### src/rtl/tx_rate_scheduler.sv
// Multi-stream rate scheduler: fractional-period credit accrual per stream and a
// round-robin grant arbiter. Define TX_SCHED_OVERFLOW_EN to build sticky overflow flags.
module tx_rate_scheduler #(
    parameter int NUM_STREAMS  = 4,
    parameter int PERIOD_WIDTH = 16,
    parameter int FRAC_WIDTH   = 4,
    parameter int CREDIT_MAX   = 3
) (
    input  logic                           clk,
    input  logic                           rst,
    input  logic                           cfg_we,
    input  logic [$clog2(NUM_STREAMS)-1:0] cfg_stream,
    input  logic                           cfg_enable,
    input  logic [PERIOD_WIDTH-1:0]        cfg_period,
    input  logic [FRAC_WIDTH-1:0]          cfg_frac,
    output logic                           grant_valid,
    output logic [$clog2(NUM_STREAMS)-1:0] grant_stream,
    input  logic                           grant_ready,
    output logic [NUM_STREAMS-1:0]         overflow
);
    localparam int SW = $clog2(NUM_STREAMS);
    localparam int CW = $clog2(CREDIT_MAX + 1);

    typedef enum logic {IDLE, GRANT} state_t;

    state_t          state_reg;
    logic            grant_valid_reg;
    logic [SW-1:0]   grant_stream_reg;
    logic [SW-1:0]   rr_ptr_reg;
    logic            accept;
    logic [NUM_STREAMS-1:0] req;

    assign accept = grant_valid_reg & grant_ready;

    genvar gi;
    generate
        for (gi = 0; gi < NUM_STREAMS; gi++) begin : g_stream
            logic                    en_reg;
            logic [PERIOD_WIDTH-1:0] period_reg;
            logic [PERIOD_WIDTH-1:0] cnt_reg;
            logic [FRAC_WIDTH-1:0]   frac_reg;
            logic [FRAC_WIDTH-1:0]   acc_reg;
            logic                    extra_reg;
            logic [CW-1:0]           credit_reg;
            logic [CW-1:0]           credit_next;
            logic                    hit;
            logic                    active;
            logic                    tick;
            logic                    dec;
            logic                    lost;
            logic [PERIOD_WIDTH-1:0] limit;
            logic [FRAC_WIDTH:0]     acc_sum;

            assign hit     = cfg_we && (cfg_stream == SW'(gi));
            assign active  = en_reg && (period_reg != '0);
            assign limit   = period_reg - PERIOD_WIDTH'(1) + PERIOD_WIDTH'(extra_reg);
            assign tick    = active && (cnt_reg == limit);
            assign acc_sum = {1'b0, acc_reg} + {1'b0, frac_reg};
            // Decrement only real credit: a grant issued before a clearing write must not underflow.
            assign dec     = accept && (grant_stream_reg == SW'(gi)) && (credit_reg != '0);
            assign lost    = tick && !dec && (credit_reg == CW'(CREDIT_MAX));

            always_comb begin
                credit_next = credit_reg;
                if (tick && !dec && !lost) begin
                    credit_next = credit_reg + CW'(1);
                end else if (dec && !tick) begin
                    credit_next = credit_reg - CW'(1);
                end
            end

            always_ff @(posedge clk or posedge rst) begin
                if (rst) begin
                    en_reg     <= 1'b0;
                    period_reg <= '0;
                    frac_reg   <= '0;
                    cnt_reg    <= '0;
                    acc_reg    <= '0;
                    extra_reg  <= 1'b0;
                    credit_reg <= '0;
                end else if (hit) begin
                    en_reg     <= cfg_enable;
                    period_reg <= cfg_period;
                    frac_reg   <= cfg_frac;
                    cnt_reg    <= '0;
                    acc_reg    <= '0;
                    extra_reg  <= 1'b0;
                    credit_reg <= '0;
                end else begin
                    credit_reg <= credit_next;
                    if (!active) begin
                        cnt_reg <= '0;
                    end else if (tick) begin
                        cnt_reg   <= '0;
                        acc_reg   <= acc_sum[FRAC_WIDTH-1:0];
                        extra_reg <= acc_sum[FRAC_WIDTH];
                    end else begin
                        cnt_reg <= cnt_reg + PERIOD_WIDTH'(1);
                    end
                end
            end

            assign req[gi] = active && (credit_reg != '0);

`ifdef TX_SCHED_OVERFLOW_EN
            logic ovf_reg;
            always_ff @(posedge clk or posedge rst) begin
                if (rst) begin
                    ovf_reg <= 1'b0;
                end else if (hit) begin
                    ovf_reg <= 1'b0;
                end else if (lost) begin
                    ovf_reg <= 1'b1;
                end
            end
            assign overflow[gi] = ovf_reg;
`endif
        end
    endgenerate

`ifndef TX_SCHED_OVERFLOW_EN
    assign overflow = '0;
`endif

    // First requesting stream at or after rr_ptr, wrapping at NUM_STREAMS.
    logic          pick_found;
    logic [SW-1:0] pick;
    always_comb begin
        logic [SW:0] idx_w;
        pick_found = 1'b0;
        pick       = '0;
        idx_w      = '0;
        for (int k = 0; k < NUM_STREAMS; k++) begin
            idx_w = {1'b0, rr_ptr_reg} + (SW+1)'(k);
            if (idx_w >= (SW+1)'(NUM_STREAMS)) begin
                idx_w = idx_w - (SW+1)'(NUM_STREAMS);
            end
            if (!pick_found && req[idx_w[SW-1:0]]) begin
                pick_found = 1'b1;
                pick       = idx_w[SW-1:0];
            end
        end
    end

    always_ff @(posedge clk or posedge rst) begin
        if (rst) begin
            state_reg        <= IDLE;
            grant_valid_reg  <= 1'b0;
            grant_stream_reg <= '0;
            rr_ptr_reg       <= '0;
        end else begin
            case (state_reg)
                IDLE: begin
                    if (pick_found) begin
                        grant_stream_reg <= pick;
                        grant_valid_reg  <= 1'b1;
                        state_reg        <= GRANT;
                    end
                end
                GRANT: begin
                    if (grant_ready) begin
                        grant_valid_reg <= 1'b0;
                        rr_ptr_reg      <= (grant_stream_reg == SW'(NUM_STREAMS - 1)) ?
                                           '0 : grant_stream_reg + SW'(1);
                        state_reg       <= IDLE;
                    end
                end
                default: state_reg <= IDLE;
            endcase
        end
    end

    assign grant_valid  = grant_valid_reg;
    assign grant_stream = grant_stream_reg;
endmodule
### config.mk
export PLATFORM = sky130hd
export DESIGN_NAME = tx_rate_scheduler
export DESIGN_NICKNAME = d
export VERILOG_FILES = /design/src/rtl/tx_rate_scheduler.sv
export SDC_FILE = /design/constraint.sdc
export NUM_CORES = 1
export LEC_CHECK = 0
export ABC_AREA = 0
export BUFFER_PORTS_ARGS = -buffer_cell sky130_fd_sc_hd__buf_4
export CORE_MARGIN = 3
export CORE_UTILIZATION = 50
export DETAILED_ROUTE_END_ITERATION = 7
export PLACE_DENSITY = 0.77
export SYNTH_ARGS = -nofsm -noshare
export SYNTH_HDL_FRONTEND = slang
export SYNTH_SLANG_ARGS = --single-unit
### constraint.sdc
create_clock -name clk -period 6.2 [get_ports clk]
set_input_delay 0.93 -clock clk [delete_from_list [all_inputs] [get_ports clk]]
set_output_delay 0.93 -clock clk [all_outputs]
set_load 0.1 [all_outputs]
### Word level (Yosys, flattened, before mapping)

Index checks and enable logic that the tools add are counted.

* register bits: 182
* latch bits: 0
* RAM bits: 0
* memory bits (read-only): 0
* input bits: 27
* output and inout port bits: 7
* word-level logic and storage cells: 252
* memories: 0

* $add $sub $neg: 32
* multiply operators: 0
* div/mod/pow operators: 0
* $lt $le $gt $ge: 8
* equality and inequality tests: 16
* shift operators: 0
* mux-type cells: 75
* bitwise logic cells: 2
* reduce and logical (&&, ||, !) cells: 87

Operator list (count)
* 2-to-1 mux 16 bit: 12
* adder 16 x 1 -> 16 bit: 4
* adder 16 x 1 -> 16 bit, second input constant: 4
* == test 16 bit: 4
* nonzero test 16 bit: 4
* subtractor 16 x 1 -> 16 bit, second input constant: 4
* 2-to-1 mux 4 bit: 12
* logical AND 1 bit: 43
* 2-to-1 mux 2 bit: 21
* 2-to-1 mux 1 bit: 24
* nonzero test 2 bit: 12
* adder 4 x 4 -> 5 bit: 4
* == test 2 bit, second input constant: 8
* subtractor 2 x 1 -> 2 bit, second input constant: 8
* logical NOT 1 bit: 15
* AND reduction 2 bit: 7
* less-than comparator 2 x 3 -> 1 bit, second input constant: 4
* nonzero test 3 bit: 4
* adder 2 x 1 -> 2 bit, second input constant: 5
* >= comparator 3 bit, second input constant: 3
* binary-select mux 1 bit (select 2 bit): 4
* adder 2 x 2 -> 3 bit, second input constant: 2
* == test 2 x 1 -> 1 bit, second input constant: 2
* logical NOT 2 bit: 2
* 6 further kinds: 8

### Logic depth before layout (Yosys ltp)

* depth in word-level cells: 17
* mapped depth: 15
* gate-level depth less buffers: 11

### Worst setup path after synthesis

Ideal clock, no wire load.

* path kind: flip-flop to flip-flop
* start: register g_stream[3].period_reg[0]
* end: register g_stream[3].cnt_reg[10]
* arrival time: 2902 ps
* required time: 6079 ps
* setup slack: 3177 ps
* stages on the path, launching flop included: 16
* path buffers: 4
* period minus slack after synthesis: 3023 ps
* cell sequence: dfrtp_1 inv_1 ha_1 ha_1 clkbuf_1 nor3b_1 xnor2_1 a211oi_1 nand3b_1 nor4b_1 and4b_1 clkbuf_1 or3_1 clkbuf_1 buf_2 nor2_1

* cells in the longest elaborated chain, start to end: 7

RTL lines
* start, declared: RTL line 39 `logic [PERIOD_WIDTH-1:0] period_reg;`
* start signal, assigned: RTL line 83 `period_reg <= cfg_period;`
* subtractor 16 x 1 -> 16 bit: RTL line 56 `assign limit = period_reg - PERIOD_WIDTH'(1) + PERIOD_WIDTH'(extra_reg);`
* adder 16 x 1 -> 16 bit: RTL line 56
* == test 16 bit: RTL line 57 `assign tick = active && (cnt_reg == limit);`
* logical AND 1 bit: RTL line 57
* 2-to-1 mux 16 bit: RTL line 93 `end else if (tick) begin`
* 2-to-1 mux 16 bit (*): RTL line 91 `if (!active) begin`
* 2-to-1 mux 16 bit (*): RTL line 81 `end else if (hit) begin`
* end signal, assigned: RTL line 98 `cnt_reg <= cnt_reg + PERIOD_WIDTH'(1);`
* end, declared: RTL line 40 `logic [PERIOD_WIDTH-1:0] cnt_reg;`

Every way passes the cells marked *; elsewhere a longest branch is shown, timed or not.
A chain may end at the register's enable or synchronous reset.

### Worst setup path in the final report

* start: register g_stream[0].period_reg[0]
* end: register g_stream[0].cnt_reg[9]

* cells in the longest elaborated chain, start to end: 7

RTL lines (RTL line)
* start, declared: 39
* start signal, assigned: 83
* subtractor 16 x 1 -> 16 bit: 56
* adder 16 x 1 -> 16 bit: 56
* == test 16 bit: 57
* logical AND 1 bit: 57
* 2-to-1 mux 16 bit: 93
* 2-to-1 mux 16 bit (*): 91
* 2-to-1 mux 16 bit (*): 81
* end signal, assigned: 98
* end, declared: 40

Marks and branches as above.

==> summary.txt <==
========================================================================================
Post-detailed-route count of antenna-violating nets                                    0
Final Wtd Congestion                                                               0.856
H-tree depth reported by CTS                                                           4
Share of cells above drive strength 1                                              9.02%
TritonCTS clock tree                                                               built
Met3 routing resource usage after global routing                                   4.12%
Sequential cell area fraction in the yosys report                                  42.3%
CTS max path bufs                                                                      2
Most frequent CP cell                                                               ha_1
Fraction of registers with async set or reset after synthesis                       100%
Synthesized cell area                                                         0.0108 mm2
CP Cell Sequence                                                            inv_1, ha_1, ha_1, nor4b_1, nand3b_1, o31a_1, o21ai_0, nand3_1, a2111oi_4, or3_1, nor2_1
Depth of the worst register-to-register path                                          11
Worst Skew                                                                     0.0117 ns
Gate count after technology mapping                                                 1201
Critical path launch point                                                  g_stream[0].period_reg[0]
Largest net degree at the start of global routing                                     88
Final number of setup-violating endpoints                                              0
Final routed wire length divided by cell count                                   16.0 um
Most common flop cell mapped by yosys                                            dfrtp_1
Portion of synthesized cell area occupied by the leading cell type                 42.3%
Worst slew pin tran                                                              1.16 ns
Top-level port count                                                                  34
Most frequent cell after synthesis                                               nand2_1
Cell taking the most area after synthesis                                        dfrtp_1
Worst slew slack as a fraction of its limit                                        22.5%
Met1 capacity usage during global routing                                          29.3%
Worst-path clk slew                                                              0.07 ns
Clock root buffer master                                                       clkbuf_16
Placeable core area                                                           0.0211 mm2
Outcome                                                                        completed
Fin Hold WS                                                                     0.489 ns
Crit path capture                                                           g_stream[0].cnt_reg[9]
Number of distinct library cells after synthesis                                      76
Total Neg Setup Slack                                                               0 ns
Final routed wirelength across all metal layers                                  23.9 mm
Final Hold Vio Count                                                                   0
Initial DRT Pass Iterations                                                            6
Post-synthesis area per instance                                                8.96 um2
Portion of the clock cycle consumed by the worst path in the final layout          56.9%
Global router's overall resource usage                                             21.0%
Starting density of the core                                                       51.0%
Via count of the first global-routing pass                                          8098
RSZ-0062 raised after global routing                                               false
Die Footprint                                                                 0.0233 mm2
Worst setup path category                                                   flip-flop to flip-flop
Met2 routing resource usage after global routing                                   33.1%
Max-Cap Viols                                                                          0
Crit path DAT                                                                    3.83 ns
Via-per-instance ratio                                                              5.54
Number of buffers added for setup after CTS                                            0
Worst flop-to-flop path startpoint                                          g_stream[0].period_reg[0]
CTS Hold Bufs                                                                          0
Dpl hpwl                                                                         16.9 mm
Number of enable-type register cells in the synthesized netlist                        0
Wire length of the first global-routing pass                                     40.6 mm
Sort of element at the end of the critical path                                flip-flop
Shortest clock period the worst path allows after layout                         3.53 ns
F_max                                                                            283 MHz
CTS Sinks                                                                            182
Number of vias after detailed routing                                               8282
Yosys warnings                                                                         0
Number of synthesized register bits                                                  182
Post-layout net count                                                               1269
Worst Path Required                                                              6.50 ns
Leak pwr                                                                         5.26 nW
Final global-route overflow total                                                      0
Worst-path cell with the longest stage delay                                   a2111oi_4
DR DRC count                                                                           0
PD cells                                                                      280 mW/mm2
Peak VDD IR                                                                   0.000182 V
Buffers added on ports                                                                29
Startpoint type of the worst setup path                                        flip-flop
Die height                                                                        153 um
Synth cell count leaders                                                    228 x nand2_1, 182 x dfrtp_1, 136 x nor2_1, 77 x xnor2_1, 65 x xor2_1
Worst flop-to-flop path endpoint                                            g_stream[0].cnt_reg[9]
Number of cells traversed by the worst hold path                                       2
Initial antenna violation count                                                        0
Chip width                                                                        153 um
Antenna cell count                                                                     0
Area growth from synthesis to layout                                               9.17%
Largest stage delay on the critical path                                         0.70 ns
Largest cells by area after synthesis                                       dfrtp_1 42%, nand2_1 8.0%, xnor2_1 6.3%
Clock insertion delay at the later pin of the skew report                        0.43 ns
Row cnt                                                                               53
Most crowded layer after global routing                                             met2
# resized after CTS                                                                    0
Initial DRC count                                                                    556
TritonCTS Buffers                                                                     17
Tightest Hold Check Type                                                    flip-flop to flip-flop
Largest fanout of any net on the critical path                                        16
Max-slew violation count                                                               0
R2r setup slk                                                                    2.67 ns
========================================================================================
-- metal layers --
layer / up-vias / share of wire (%)
met4: 0 / 2.9
met5: - / 0
met3: 50 / 3.9
met2: 178 / 46
li1: 4074 / -
met1: 3980 / 47
-- worst min path at each step --
stage	from	end
global placement	g_stream[3].en_reg	g_stream[3].en_reg
finish	g_stream[2].frac_reg[2]	g_stream[2].frac_reg[2]
CTS	g_stream[3].en_reg	g_stream[3].en_reg
global route	g_stream[2].frac_reg[0]	g_stream[2].frac_reg[0]
floorplan	g_stream[3].en_reg	g_stream[3].en_reg
detailed placement	g_stream[3].en_reg	g_stream[3].en_reg
-- cell type report --
cell class	instances	area (um2)
Inverter	42	163
Clock inverter	10	143
Clock buffer	22	464
Timing Repair Buffer	36	270
Fill cell	1847	9340
Tap cell	275	344
Multi-Input combinational cell	927	5810
Sequential cell	182	4550
-- stage by stage --
stage	area (um2)	setup slack, ns	total power, mW	utilization, %	instances
after floorplan	10800	0.326	2.01	-	1204
after global placement	11100	2.73	2.16	52.8	1462
after detailed placement	11100	2.65	2.18	52.8	1462
after CTS	11700	2.62	3.31	55.7	1494
after global routing	11700	2.16	3.47	55.7	1494
final	11700	2.67	3.30	55.7	1494
-- worst max-delay path, delay by kind of cell, from the launching register on --
kind | cells | cell delay, ns
compound gates | 3 | 1.10
flops | 1 | 0.38
buf+inv | 1 | 0.07
fa+ha+maj | 2 | 0.41
simple gates | 5 | 1.44
-- report_power, final --
| part | leakage (nW) | switching [mW] | internal, mW |
|---|---|---|---|
| registers | 2.39 | 0.165 | 1.31 |
| clock network | 0.295 | 0.465 | 0.660 |
| logic | 2.57 | 0.417 | 0.284 |
-- logic make-up after synthesis --
kind of cell | synth area share (%)
other cells | 0.0348
mux | 4.21
compound gates | 9.28
xor+xnor | 11.6
flops | 42.3
simple gates | 24.3
fa+ha+maj | 4.46
buf+inv | 3.86
-- cells in the final DEF, fill, tap and decap left out, types with 21 or more instances in the layout --
cell type  netlist  final
xnor2_1         77     77
nor3_1          21     21
dfrtp_1        182    182
ha_1            32     32
a21oi_1         23     23
nand3_1         51     51
and3_1          26     26
o21ai_0         45     45
inv_1           42     41
nor2_1         136    135
mux2_2          22     22
xor2_1          65     65
nand2_1        228    228
buf_4            5     36
Note: power is estimated with default switching activity, not from simulation.
